### src/rtl/serial_adder.sv
// serial_adder
//   Bit-serial adder: one full-adder cell plus a registered carry adds two
//   WIDTH-bit operands LSB-first, one bit per clock.
//
//   Parameters
//     WIDTH   operand/sum width, 1..32
//
//   Ports
//     clk     clock, rising edge
//     rst_n   asynchronous active-low reset
//     start   request; accepted in IDLE or DONE only
//     a, b    operands, sampled on the accepting edge
//     cin     carry-in, sampled on the accepting edge
//     busy    high while the add is running (WIDTH cycles)
//     done    one-cycle pulse, sum/cout valid
//     sum     (a+b+cin) mod 2^WIDTH, held until the next result
//     cout    carry out of bit WIDTH-1
//     ovf     two's-complement overflow (only with SERIAL_ADDER_OVF_EN)
//
//   Build option
//     SERIAL_ADDER_OVF_EN  adds the registered ovf output.
module serial_adder #(
  parameter int WIDTH = 8
) (
  input  logic             clk,
  input  logic             rst_n,
  input  logic             start,
  input  logic [WIDTH-1:0] a,
  input  logic [WIDTH-1:0] b,
  input  logic             cin,
  output logic             busy,
  output logic             done,
  output logic [WIDTH-1:0] sum,
`ifdef SERIAL_ADDER_OVF_EN
  output logic             ovf,
`endif
  output logic             cout
);

  localparam int CW = $clog2(WIDTH + 1);
  localparam logic [CW-1:0] LAST = CW'(WIDTH - 1);

  typedef enum logic [1:0] {S_IDLE, S_RUN, S_DONE} state_e;

  state_e           state_q, state_d;
  logic [WIDTH-1:0] a_sh_q, a_sh_d;
  logic [WIDTH-1:0] b_sh_q, b_sh_d;
  logic [WIDTH-1:0] ps_q, ps_d;
  logic             carry_q, carry_d;
  logic [CW-1:0]    cnt_q, cnt_d;
  logic [WIDTH-1:0] sum_q, sum_d;
  logic             cout_q, cout_d;
  logic             ovf_d;

  // Full-adder cell on the current LSBs.
  logic             s_bit, c_bit;
  logic [WIDTH:0]   ps_cat;
  logic [WIDTH-1:0] ps_shift;

  assign s_bit    = a_sh_q[0] ^ b_sh_q[0] ^ carry_q;
  assign c_bit    = (a_sh_q[0] & b_sh_q[0]) | (a_sh_q[0] & carry_q) | (b_sh_q[0] & carry_q);
  // New bit enters at the MSB; after WIDTH shifts bit 0 sits at the LSB.
  // Built via concatenation so WIDTH=1 needs no special case.
  assign ps_cat   = {s_bit, ps_q};
  assign ps_shift = ps_cat[WIDTH:1];

  always_comb begin
    state_d = state_q;
    a_sh_d  = a_sh_q;
    b_sh_d  = b_sh_q;
    ps_d    = ps_q;
    carry_d = carry_q;
    cnt_d   = cnt_q;
    sum_d   = sum_q;
    cout_d  = cout_q;
    // Carry into the top bit is the carry held on the final RUN cycle.
    ovf_d   = carry_q ^ c_bit;
    case (state_q)
      S_IDLE, S_DONE: begin
        if (start) begin
          state_d = S_RUN;
          a_sh_d  = a;
          b_sh_d  = b;
          carry_d = cin;
          cnt_d   = '0;
          ps_d    = '0;
        end else begin
          state_d = S_IDLE;
        end
      end
      S_RUN: begin
        a_sh_d  = a_sh_q >> 1;
        b_sh_d  = b_sh_q >> 1;
        ps_d    = ps_shift;
        carry_d = c_bit;
        cnt_d   = cnt_q + CW'(1);
        if (cnt_q == LAST) begin
          state_d = S_DONE;
          sum_d   = ps_shift;
          cout_d  = c_bit;
        end
      end
      default: state_d = S_IDLE;
    endcase
  end

  always_ff @(posedge clk or negedge rst_n) begin
    if (!rst_n) begin
      state_q <= S_IDLE;
      a_sh_q  <= '0;
      b_sh_q  <= '0;
      ps_q    <= '0;
      carry_q <= 1'b0;
      cnt_q   <= '0;
      sum_q   <= '0;
      cout_q  <= 1'b0;
    end else begin
      state_q <= state_d;
      a_sh_q  <= a_sh_d;
      b_sh_q  <= b_sh_d;
      ps_q    <= ps_d;
      carry_q <= carry_d;
      cnt_q   <= cnt_d;
      sum_q   <= sum_d;
      cout_q  <= cout_d;
    end
  end

`ifdef SERIAL_ADDER_OVF_EN
  logic ovf_q;
  always_ff @(posedge clk or negedge rst_n) begin
    if (!rst_n)
      ovf_q <= 1'b0;
    else if (state_q == S_RUN && cnt_q == LAST)
      ovf_q <= ovf_d;
  end
  assign ovf = ovf_q;
`else
  logic unused_ovf;
  assign unused_ovf = ovf_d;
`endif

  assign busy = (state_q == S_RUN);
  assign done = (state_q == S_DONE);
  assign sum  = sum_q;
  assign cout = cout_q;

endmodule

### config.mk
export PLATFORM = sky130hd
export DESIGN_NAME = serial_adder
export DESIGN_NICKNAME = d
export VERILOG_FILES = /design/src/rtl/serial_adder.sv
export SDC_FILE = /design/constraint.sdc
export NUM_CORES = 1
export LEC_CHECK = 0
export CORE_ASPECT_RATIO = 1.2
export CORE_MARGIN = 8
export CORE_UTILIZATION = 35
export CTS_CLUSTER_DIAMETER = 40
export DETAILED_ROUTE_END_ITERATION = 6
export GPL_TIMING_DRIVEN = 0
export HOLD_SLACK_MARGIN = 0.05
export PLACE_DENSITY = 0.68
export SLEW_MARGIN = 20
export SYNTH_ARGS = -nofsm -noshare
export SYNTH_HDL_FRONTEND = slang
export SYNTH_SLANG_ARGS = --single-unit
### constraint.sdc
create_clock -name clk -period 4.2 [get_ports clk]
set_input_delay 0.84 -clock clk [delete_from_list [all_inputs] [get_ports clk]]
set_output_delay 0.84 -clock clk [all_outputs]
set_load 0.1 [all_outputs]
-- Word-level counts from Yosys, hierarchy flattened
Index checks and enable logic that the tools add are counted.
- multiplexer cells: 13
- reductions and logical operators: 5
- equal/unequal tests: 5
- bitwise gates (word level): 7
- add/sub/neg operators: 1
- operators by type and width (operator ; count):
    $pmux W8 S2 ; 3
    $mux W8 ; 3
    $pmux W4 S2 ; 1
    $add A4 B1 Y4 const B ; 1
    $eq A4 B3 Y1 const B ; 1
    $mux W4 ; 1
    $pmux W2 S2 ; 1
    $reduce_and A2 Y1 ; 2
    $and A1 B1 Y1 ; 3
    $eq A2 B1 Y1 const B ; 1
    $eq A2 B2 Y1 const B ; 1
    $logic_not A2 Y1 ; 1
    $mux W1 ; 2
    $mux W2 ; 1
    $ne A2 B1 Y1 const B ; 1
    $ne A2 B2 Y1 const B ; 1
    $or A1 B1 Y1 ; 2
    $pmux W1 S2 ; 1
    $reduce_bool A2 Y1 ; 1
    $reduce_or A2 Y1 ; 1
    $xor A1 B1 Y1 ; 2
- bits of input ports: 20
- logic and storage cells: 39
- register bits after elaboration: 40
- output and inout bits: 11

-- Depth between registers and ports, before layout
- word-level depth: 4
- depth in mapped cells: 5
- gate-level depth less buffers: 4

-- Worst setup path after synthesis
OpenSTA, ideal clock, no wires.
- kind: reg-to-output
- start: register state_q[0]
- end: output port done
- path buffers: 0
- arrival time: 1.722 ns
- setup slack: 1.638 ns
- required time: 3.360 ns
- cell stages (with the launch flop): 2
- cells stage by stage: dfrtp_1 -> nor2b_1
- longest elaborated chain between the ends: 1
- ends and longest elaborated chain (element ; RTL line ; text):
    start, declared ; 45 ; state_e state_q, state_d;
    start signal, assigned ; 118 ; state_q <= state_d;
    $eq A2 B2 Y1 ; 144 ; assign done = (state_q == S_DONE);
    end, declared ; 32 ; output logic done,
No other way between the ends.

-- Final worst setup path
- start: register state_q[1]
- end: output port busy
- longest elaborated chain between the ends: 1
- ends and longest elaborated chain (element ; RTL line ; text):
    $eq A2 B1 Y1 ; 143 ; assign busy = (state_q == S_RUN);
    end, declared ; 31 ; output logic busy,
No other way between the ends.

==> flow_metrics.tcl <==
set metrics [dict create \
    tritoncts "built" \
    cellPowerDensity_nw_per_um2 874 \
    path_cells "and2b_1, buf_2, buf_2, clkdlybuf4s50_1" \
    vias_per_cell 5.15 \
    grt_pass1_vias 1144 \
    area_delta_synth_final_pct 29.9 \
    ctsResizeCount 0 \
    die_w_um 77.7 \
    ff2ff_path_depth 5 \
    r2r_end "sum[2]" \
    vias 1091 \
    setup_viol 0 \
    worstMarginPinSlew_ns 0.969 \
    antenna_found_initial 0 \
    slew_headroom_pct 35.2 \
    hold_path.class "in -> async" \
    route.detailed.drc 0 \
    gr-total-overflow 0 \
    nNetsFinal 175 \
    cts_setup_buffers 0 \
    crit_buf_inv 3 \
    rows 27 \
    finalPower_mw 1.81 \
    slowest_stage "clkdlybuf4s50_1" \
    cp_common_cell "buf_2" \
    dp_hpwl_um 2500 \
    clk_latency_ns 0.29 \
    synthCells 115 \
    critPathTopFamily "buffers and inverters" \
    die_h_um 90.0 \
    reg2reg_slack_ns 2.65 \
    tns_ns 0 \
    grt_setup_unrepaired "no" \
    grt_pass1_wl_um 5810 \
    startpoint_type "register" \
    fmaxAchievable_mhz 290 \
    drt_iter0_drc 40 \
    hold_viol 0 \
    final_cell_mix "39 x dfrtp_1, 29 x clkdlybuf4s50_1, 26 x a22o_1" \
    h-tree-depth 2 \
    timing.rr.start "cnt_q[0]" \
    slew_violations 0 \
    syn_nets 137 \
    seq_area_frac_synth_pct 61.1 \
    critPathMaxFanout 10 \
    io_pins 31 \
    drtAntennaViolNets 0 \
    cts_buffers 5 \
    finalClockSkew_ns 0.00554 \
    ir_drop_mv 0.251 \
    drive_above_1_share_pct 16.9 \
    post-route-period-util_pct 82.1 \
    max_stage_delay_ns 1.17 \
    fin_crit_ns 3.45 \
    end_kind "output port" \
    maxCapViolations 0 \
    required_ns 3.36 \
    grt_use_total_pct 10.3 \
    grt_max_degree 24 \
    first_pass_iters 4 \
    routabilityCongestion 0.797 \
    fin_util_pct 46.1 \
    routedWlPerCell_um 15.8 \
    cts_root_buffer "clkbuf_8" \
    port_buffers 30 \
    clockBufferDepth 2 \
    yosys_warnings 0 \
    worstPathArrival_ns 2.61 \
    synth_area_um2 1600 \
    final_common_cell "dfrtp_1" \
    n_antenna_cell 0 \
    clkTransAtPathRegs_ns 0.07 \
    coreArea_um2 4490 \
    cts_hold_buf 0 \
    initial_core_util_pct 35.5 \
    synth.ff_latch_count 39 \
    status "finished clean" \
    synth.distinct_cells 19 \
    die_area_um2 6990 \
    clock-sinks 39 \
    avgSynthCellArea_um2 13.9 \
    wl_um 3360 \
    p_leak_nw 1.02 \
    worstSetupPathType "reg -> out" \
]
==> registers in the layout, summed over array words and instances (netlist names) <==
signal,flops
a_sh_q,8
b_sh_q,8
carry_q,1
cnt_q,4
cout,1
ps_q,7
state_q,2
sum,8
==> worst max-delay path by stage <==
stage | from | endpoint | slack, ns | cells after the start
final | state_q[1] | busy | 0.75 | 4
after global routing | state_q[1] | busy | 0.62 | 4
after CTS | state_q[1] | busy | 0.73 | 4
after detailed placement | state_q[1] | busy | 1.07 | 4
after global placement | state_q[1] | busy | 1.09 | 4
after floorplan | state_q[0] | done | 1.64 | 1
==> layout make-up <==
cell class              instances  area, um^2
repair buffers                 31         323
well taps                      58        72.6
multi-input cells              68         576
plain buffers                   8        45.0
flip-flops and latches         39         976
clock buffers                   7        76.3
clock inverters                 1        5.00
fillers                       430        2420
==> kinds of logic after synthesis <==
logic type	synth area share (%)
mux	7.60
compound gates	21.6
simple gates	4.23
xor+xnor	0.549
buf+inv	2.82
fa+ha+maj	2.04
flops	61.1
==> routing by layer <==
layer	up-vias	wire, um	track usage (%)
li1	501	-	-
met1	560	1460	11.7
met2	25	1670	16.7
met3	5	192	4.08
met4	0	34	4.26
met5	-	0	0
==> per-stage QoR <==
stage               area [um^2]  std cells  hold slack, ns  setup slack, ns
floorplan                  1600        115           0.450             1.64
global placement           1970        203           0.458             1.09
detailed placement         1990        204           0.470             1.07
CTS                        2070        212           0.486            0.734
global route               2070        212           0.497            0.618
finish                     2070        212           0.481            0.753
==> worst reg2reg max path: cells and delay by family (launching register included) <==
family	cells	cell delay (ns)
muxes	1	0.36
buffers and inverters	1	0.22
and+or+nand+nor	2	0.26
DFF	1	0.39
adders and majority gates	1	0.20
==> synthesized netlist by cell type <==
cell type,number,area [um^2]
a21o_1,15,113
a22o_1,26,228
and2b_1,1,7.51
buf_2,6,30.0
buf_4,2,15.0
dfrtp_1,39,976
fa_1,1,20.0
ha_1,1,12.5
mux2_2,9,101
mux2i_1,2,20.0
nand2_1,3,11.3
nand2b_1,1,6.26
nand4_1,1,6.26
nor2_1,1,3.75
nor2_2,1,6.26
nor2b_1,3,18.8
nor3b_1,1,7.51
o21ai_0,1,5.00
xnor2_1,1,8.76
==> where the power goes <==
part | internal, mW | switching (mW)
registers | 0.543 | 0.107
logic | 0.352 | 0.573
clock network | 0.116 | 0.121
total | 1.01 | 0.800
No activity file was read; power rests on OpenSTA's default activity.
